File: config.mk
export PLATFORM = sky130hd
export DESIGN_NAME = prog_loader
export DESIGN_NICKNAME = d
export VERILOG_FILES = /design/src/rtl/prog_loader.sv
export SDC_FILE = /design/constraint.sdc
export NUM_CORES = 1
export LEC_CHECK = 0
export ABC_AREA = 1
export BUFFER_PORTS_ARGS = -buffer_cell sky130_fd_sc_hd__clkbuf_2
export CORE_ASPECT_RATIO = 1.2
export CORE_MARGIN = 2
export CORE_UTILIZATION = 41
export CTS_CLUSTER_SIZE = 28
export DETAILED_ROUTE_END_ITERATION = 16
export PLACE_DENSITY = 0.55
export SETUP_SLACK_MARGIN = 0.2
export SYNTH_ARGS = -nofsm -noshare
export SYNTH_HDL_FRONTEND = slang
export SYNTH_SLANG_ARGS = --single-unit
File: constraint.sdc
create_clock -name CLK -period 1.85 [get_ports CLK]
set_input_delay 0.2775 -clock CLK [delete_from_list [all_inputs] [get_ports CLK]]
set_output_delay 0.2775 -clock CLK [all_outputs]
set_load 0.005 [all_outputs]
File: src/rtl/prog_loader.sv
// prog_loader: framed-byte-stream writer for the mini CPU program RAM.
// A session is: length byte N (1..DEPTH), N program bytes, checksum byte C
// such that (sum of program bytes + C) mod 256 == 0. The RAM is read
// combinationally by the CPU fetch path. cpu_hold keeps the CPU in reset
// until a session completes with a good checksum.
module prog_loader #(
    parameter int ADDR_WIDTH = 4,
    parameter int PROG_WIDTH = 8
) (
    input  logic                  CLK,
    input  logic                  RST_N,
    input  logic                  start,
    input  logic                  s_valid,
    input  logic [PROG_WIDTH-1:0] s_data,
    output logic                  s_ready,
    input  logic [ADDR_WIDTH-1:0] rd_addr,
    output logic [PROG_WIDTH-1:0] rd_data,
    output logic                  cpu_hold,
    output logic                  done,
    output logic                  err,
    output logic [ADDR_WIDTH:0]   len
);

    localparam int DEPTH = 1 << ADDR_WIDTH;
    localparam logic [PROG_WIDTH-1:0] DEPTH_W = PROG_WIDTH'(DEPTH);
    localparam logic [ADDR_WIDTH:0]   CNT_ONE = (ADDR_WIDTH + 1)'(1);

    typedef enum logic [2:0] {
        ST_IDLE,
        ST_LEN,
        ST_DATA,
        ST_SUM,
        ST_DONE,
        ST_ERR
    } state_e;

    state_e                state_q, state_d;
    // len_q counts words written this session; target_q holds the framed N.
    // Both are ADDR_WIDTH+1 bits so a full-depth load counts to DEPTH
    // without wrapping back into address 0.
    logic [ADDR_WIDTH:0]   len_q, len_d;
    logic [ADDR_WIDTH:0]   target_q, target_d;
    logic [PROG_WIDTH-1:0] sum_q, sum_d;
    logic [PROG_WIDTH-1:0] mem_q [DEPTH];

    logic                  xfer;
    logic                  len_ok;
    logic                  last_data;
    logic [PROG_WIDTH-1:0] sum_data;
    logic [PROG_WIDTH-1:0] sum_final;
    logic                  mem_clr;
    logic                  mem_we;
    logic [ADDR_WIDTH-1:0] wr_addr;

    // Registered-state decode of the stream and status outputs.
    assign s_ready  = (state_q == ST_LEN) || (state_q == ST_DATA) || (state_q == ST_SUM);
    assign cpu_hold = (state_q != ST_DONE);
    assign done     = (state_q == ST_DONE);
    assign err      = (state_q == ST_ERR);
    assign len      = len_q;
    assign rd_data  = mem_q[rd_addr];

    assign xfer      = s_valid && s_ready;
    // A length byte is legal only in 1..DEPTH; anything else is a framing error.
    assign len_ok    = (s_data != '0) && (s_data <= DEPTH_W);
    assign last_data = ((len_q + CNT_ONE) == target_q);
    assign sum_data  = sum_q + s_data;
    assign sum_final = sum_q + s_data;
    assign wr_addr   = len_q[ADDR_WIDTH-1:0];

    // Next-state, counter and RAM-write decode.
    always_comb begin
        // NOTE: every signal gets a default first so no path leaves one
        // unassigned; a missing default here would infer a latch.
        state_d  = state_q;
        len_d    = len_q;
        target_d = target_q;
        sum_d    = sum_q;
        mem_clr  = 1'b0;
        mem_we   = 1'b0;

        unique case (state_q)
            ST_IDLE, ST_DONE, ST_ERR: begin
                // start is only honoured between sessions; it wipes the RAM
                // so words beyond the new N read back as zero.
                if (start) begin
                    state_d = ST_LEN;
                    len_d   = '0;
                    sum_d   = '0;
                    mem_clr = 1'b1;
                end
            end
            ST_LEN: begin
                if (xfer) begin
                    if (len_ok) begin
                        target_d = s_data[ADDR_WIDTH:0];
                        state_d  = ST_DATA;
                    end else begin
                        state_d = ST_ERR;
                    end
                end
            end
            ST_DATA: begin
                if (xfer) begin
                    mem_we = 1'b1;
                    len_d  = len_q + CNT_ONE;
                    sum_d  = sum_data;
                    if (last_data) begin
                        state_d = ST_SUM;
                    end
                end
            end
            ST_SUM: begin
                if (xfer) begin
                    state_d = (sum_final == '0) ? ST_DONE : ST_ERR;
                end
            end
            default: begin
                state_d = ST_IDLE;
            end
        endcase
    end

    // State and session counters.
    always_ff @(posedge CLK or negedge RST_N) begin
        // NOTE: sequential state uses non-blocking assignments only, so every
        // register samples the pre-edge values computed above.
        if (!RST_N) begin
            state_q  <= ST_IDLE;
            len_q    <= '0;
            target_q <= '0;
            sum_q    <= '0;
        end else begin
            state_q  <= state_d;
            len_q    <= len_d;
            target_q <= target_d;
            sum_q    <= sum_d;
        end
    end

    // Program RAM: cleared by reset and by an accepted start, one word
    // written per data transfer, otherwise frozen.
    always_ff @(posedge CLK or negedge RST_N) begin
        // NOTE: the RAM is deliberately reset; the fetch path must read 00
        // after reset, which forces a flop array rather than a RAM macro.
        if (!RST_N) begin
            for (int i = 0; i < DEPTH; i++) begin
                mem_q[i] <= '0;
            end
        end else if (mem_clr) begin
            for (int i = 0; i < DEPTH; i++) begin
                mem_q[i] <= '0;
            end
        end else if (mem_we) begin
            mem_q[wr_addr] <= s_data;
        end
    end

endmodule

==> metrics.md <==
| Metric | Value |
|---|---|
| Setup-failing EPs final | 7 |
| Vias per cell | 5.724 |
| Synth Area in Simple Gates | 0.1618 |
| Fin Clk Skew | 5.794 ps |
| Status | complete, but fails checks |
| Clk sinks | 149 |
| Setup Total Neg Slack | -713.9 ps |
| Drt total wl | 26.51 mm |
| Routed Antenna Nets | 0 |
| Drt first-iter violations | 541 |
| Clock Pin Slew Worst Setup and Hold Paths | 60 ps |
| Worst Max-Slew Pin Slew | 634.0 ps |
| Design area | 10560 sq um |
| Min Tclk post-route | 2002 ps |
| P_leak | 0.004630 uW |
| Final hold vios | 0 |
| Final worst-path cycle share | 1.082 |
| Post-synthesis compound-gate area fraction | 0.2250 |
| Clock share of power | 0.387 |
| Mapped Nets | 913 |
| CTS tree | done |
| Synth Area in XOR/XNOR | 0.008113 |
| Vias in the first global route | 6734 |
| Fin. max-slew vios | 0 |
| CTS Root Cell | clkbuf_16 |
| Setup WS post-layout | -152.3 ps |
| Syn. warnings | 0 |
| Initial antenna violation count | 0 |
| ANT cells | 0 |
| RSZ-0062 raised after global routing | yes |
| Max Fclk | 0.4994 GHz |
| Worst min-delay path class | input port to flop |
| Logic pwr share | 0.261 |
| Largest area contributor in the netlist | dfrtp_1 |
| Buffers on Ports | 32 |
| Synthesized area per cell | 8.539 sq um |
| Seq/Total Area, Yosys | 0.4934 |
| Global route overflow | 0 |
| Clock H-tree levels | 4 |
| Layout cells sized above 1 | 0.3642 |
| Chip width | 127.9 um |
| Post-Place Cells | 1162 |
| Failing checks | setup timing |
| Initial core utilization | 0.4174 |
| Non-filler cells, final | 1240 |
| Worst-path fanout max | 2 |
| Max Cap Viol | 0 |
| CP required | 1570 ps |
| Commonest cells post-synth | 149 x dfrtp_1, 132 x o21ai_0, 116 x nand2_1 |
| Main synth FF type | dfrtp_1 |
| Sw power | 3134 uW |
| Mapped Area | 7557 sq um |
| PD cells | 926.7 nW/um^2 |
| Crit start category | flop |
| Post-synthesis register bit count | 149 |
| Nets@finish | 1031 |
| CTS buffer count | 17 |
| Clk_lat worst skew | 440 ps |
| GR Util All Layers | 0.2556 |
| Die Ht | 152.7 um |
| TritonRoute pass-1 iters | 5 |
| Peak VDD IR | 0.0006983 V |
| Switching Share | 0.3202 |
| Placed instance area | 8448 sq um |
| Final GP Congestion | 0.8605 |
| Total number of vias | 7098 |
| Largest net degree at the start of global routing | 54 |
| Sequential share of power | 0.352 |
| Worst setup EP type | output port |
| Post-synthesis mux area share | 0 |
| Total Die Area | 19540 sq um |
| Fillers | 1583 |
| FP Rows | 54 |
| Worst Setup Path Type | flop to output port |
| P&R area growth vs syn | 39.75% |
| Slew Limit Headroom | 0.5729 |
| DRC Markers | 0 |
| I/O pins | 33 |
| Ranking of synthesized cells by area | dfrtp_1 49%, o21ai_0 8.7%, nand2_1 5.8% |
| Yosys cell types | 36 |
| Most common cell in the netlist | dfrtp_1 |
| Core region area | 18110 sq um |
| Post-Synthesis Cells | 885 |
| Critical Path AT | 1720 ps |
| Hold WS | 189.8 ps |
| Detailed Place HPWL | 16.48 mm |
| Internal Power | 6653 uW |
| Ys async rst share | 1.000 |
| Avg WL per Cell | 21.38 um |
| Fin util | 0.5833 |
| Largest family of logic cells by synthesized area | compound AO/OA/AOI/OAI gates |
| First-pass GRT wire length | 38.14 mm |
| Post-synth EDFFs | 0 |
| Post-synth top area share | 0.4934 |
| Worst-case clock buffer depth | 2 |
| Post-synthesis adder-cell area fraction | 0.02086 |
[state kept, by name (all words and copies together) (netlist names)]
register,count
state_q,3
mem_q,128
len,5
sum_q,8
target_q,5
[area by class of cell]
| type | instances | area, sq um | share of cell area |
|---|---|---|---|
| tap | 224 | 280.3 | 0.02654 |
| clock buffer | 18 | 439.2 | 0.04158 |
| sequential | 149 | 3730 | 0.3532 |
| inverter | 114 | 444.2 | 0.04206 |
| multi-input combinational | 577 | 4123 | 0.3904 |
| clock inverter | 14 | 198.9 | 0.01884 |
| timing repair buffer | 144 | 1346 | 0.1275 |
[path summary, 6_finish.rpt]
path | from | endpoint | slack [ps] | cells past startpoint
min reg2reg | mem_q[77] | mem_q[77] | 510 | 2
max in group asynchronous | RST_N | mem_q[79] | 910 | 3
max | mem_q[41] | rd_data[1] | -150 | 6
max reg2reg | state_q[2] | mem_q[65] | 10 | 9
min in group asynchronous | RST_N | state_q[1] | 320 | 2
min | s_data[5] | mem_q[45] | 190 | 3
[power groups by stage]
stage / sequential, uW / clock (uW) / combinational, uW
5_1_grt: 3450 / 3950 / 2730
4_1_cts: 3430 / 3820 / 2090
3_3_place_gp: 3490 / 0 / 1750
2_1_floorplan: 3480 / 0 / 975
6_report: 3450 / 3790 / 2550
3_5_place_dp: 3490 / 0 / 1760
[cells in the final DEF, fill, tap and decap left out, types with 4 or more instances in the layout]
cell,n
bufinv_16,4
dfrtp_1,148
clkbuf_16,19
nand2_4,12
a22oi_2,4
nor2_1,16
o22ai_1,31
a21oi_1,71
nand2_2,22
clkbuf_2,29
inv_4,5
o221ai_1,6
buf_12,12
buf_8,4
nand4_4,12
o21ai_2,14
a21oi_2,11
inv_1,93
buf_4,81
nand2_1,84
buf_6,12
o22ai_2,28
inv_2,14
o21ai_0,64
nand3_2,33
o21ai_1,58
nand3_1,47
a22oi_1,7
o221ai_2,9
nor2_4,6
clkinvlp_4,5
nand3_4,9
ha_1,7
[what timing repair did]
| item | in CTS | in global routing |
|---|---|---|
| pin swaps | 10 | 63 |
| resized for setup | 66 | 222 |
| gates cloned | 3 | 11 |
| hold buffers | 1 | 0 |
| endpoints found under the setup margin | 84 | 126 |
| setup buffers | 9 | 22 |
| hold endpoints to repair | 31 | 0 |
[cell families (layout without fill, tap and decap cells)]
kind of cell               after synthesis  count (layout)
AOI/OAI and AO/OA                      307             307
and+or+nand+nor                        242             251
buffers and inverters                  168             290
DFF                                    149             149
adders and majority gates               12              12
xor gates and xnor gates                 7               7
[through the flow]
| stage | power, uW | worst slack (ps) |
|---|---|---|
| 4_1_cts | 9346 | -143.8 |
| 5_1_grt | 10130 | -216.7 |
| 6_report | 9787 | -152.3 |
| 3_5_place_dp | 5246 | 12.53 |
| 2_1_floorplan | 4454 | 162.7 |
| 3_3_place_gp | 5245 | 5.943 |
[critical path, cell delays in order (launching register included)]
cell,delay (ps)
dfrtp_1,380
o21ai_0,190
a21oi_1,100
o221ai_1,280
buf_4,170
nand2_1,60
clkbuf_2,110
[metal layers]
metal,vias up,GRT usage,routed length [um]
li1,3334,-,-
met1,3470,0.3311,11030
met2,236,0.4240,13060
met3,58,0.05337,1462
met4,0,0.08948,952
met5,-,0,0
Power figures use the tool's default switching activity.
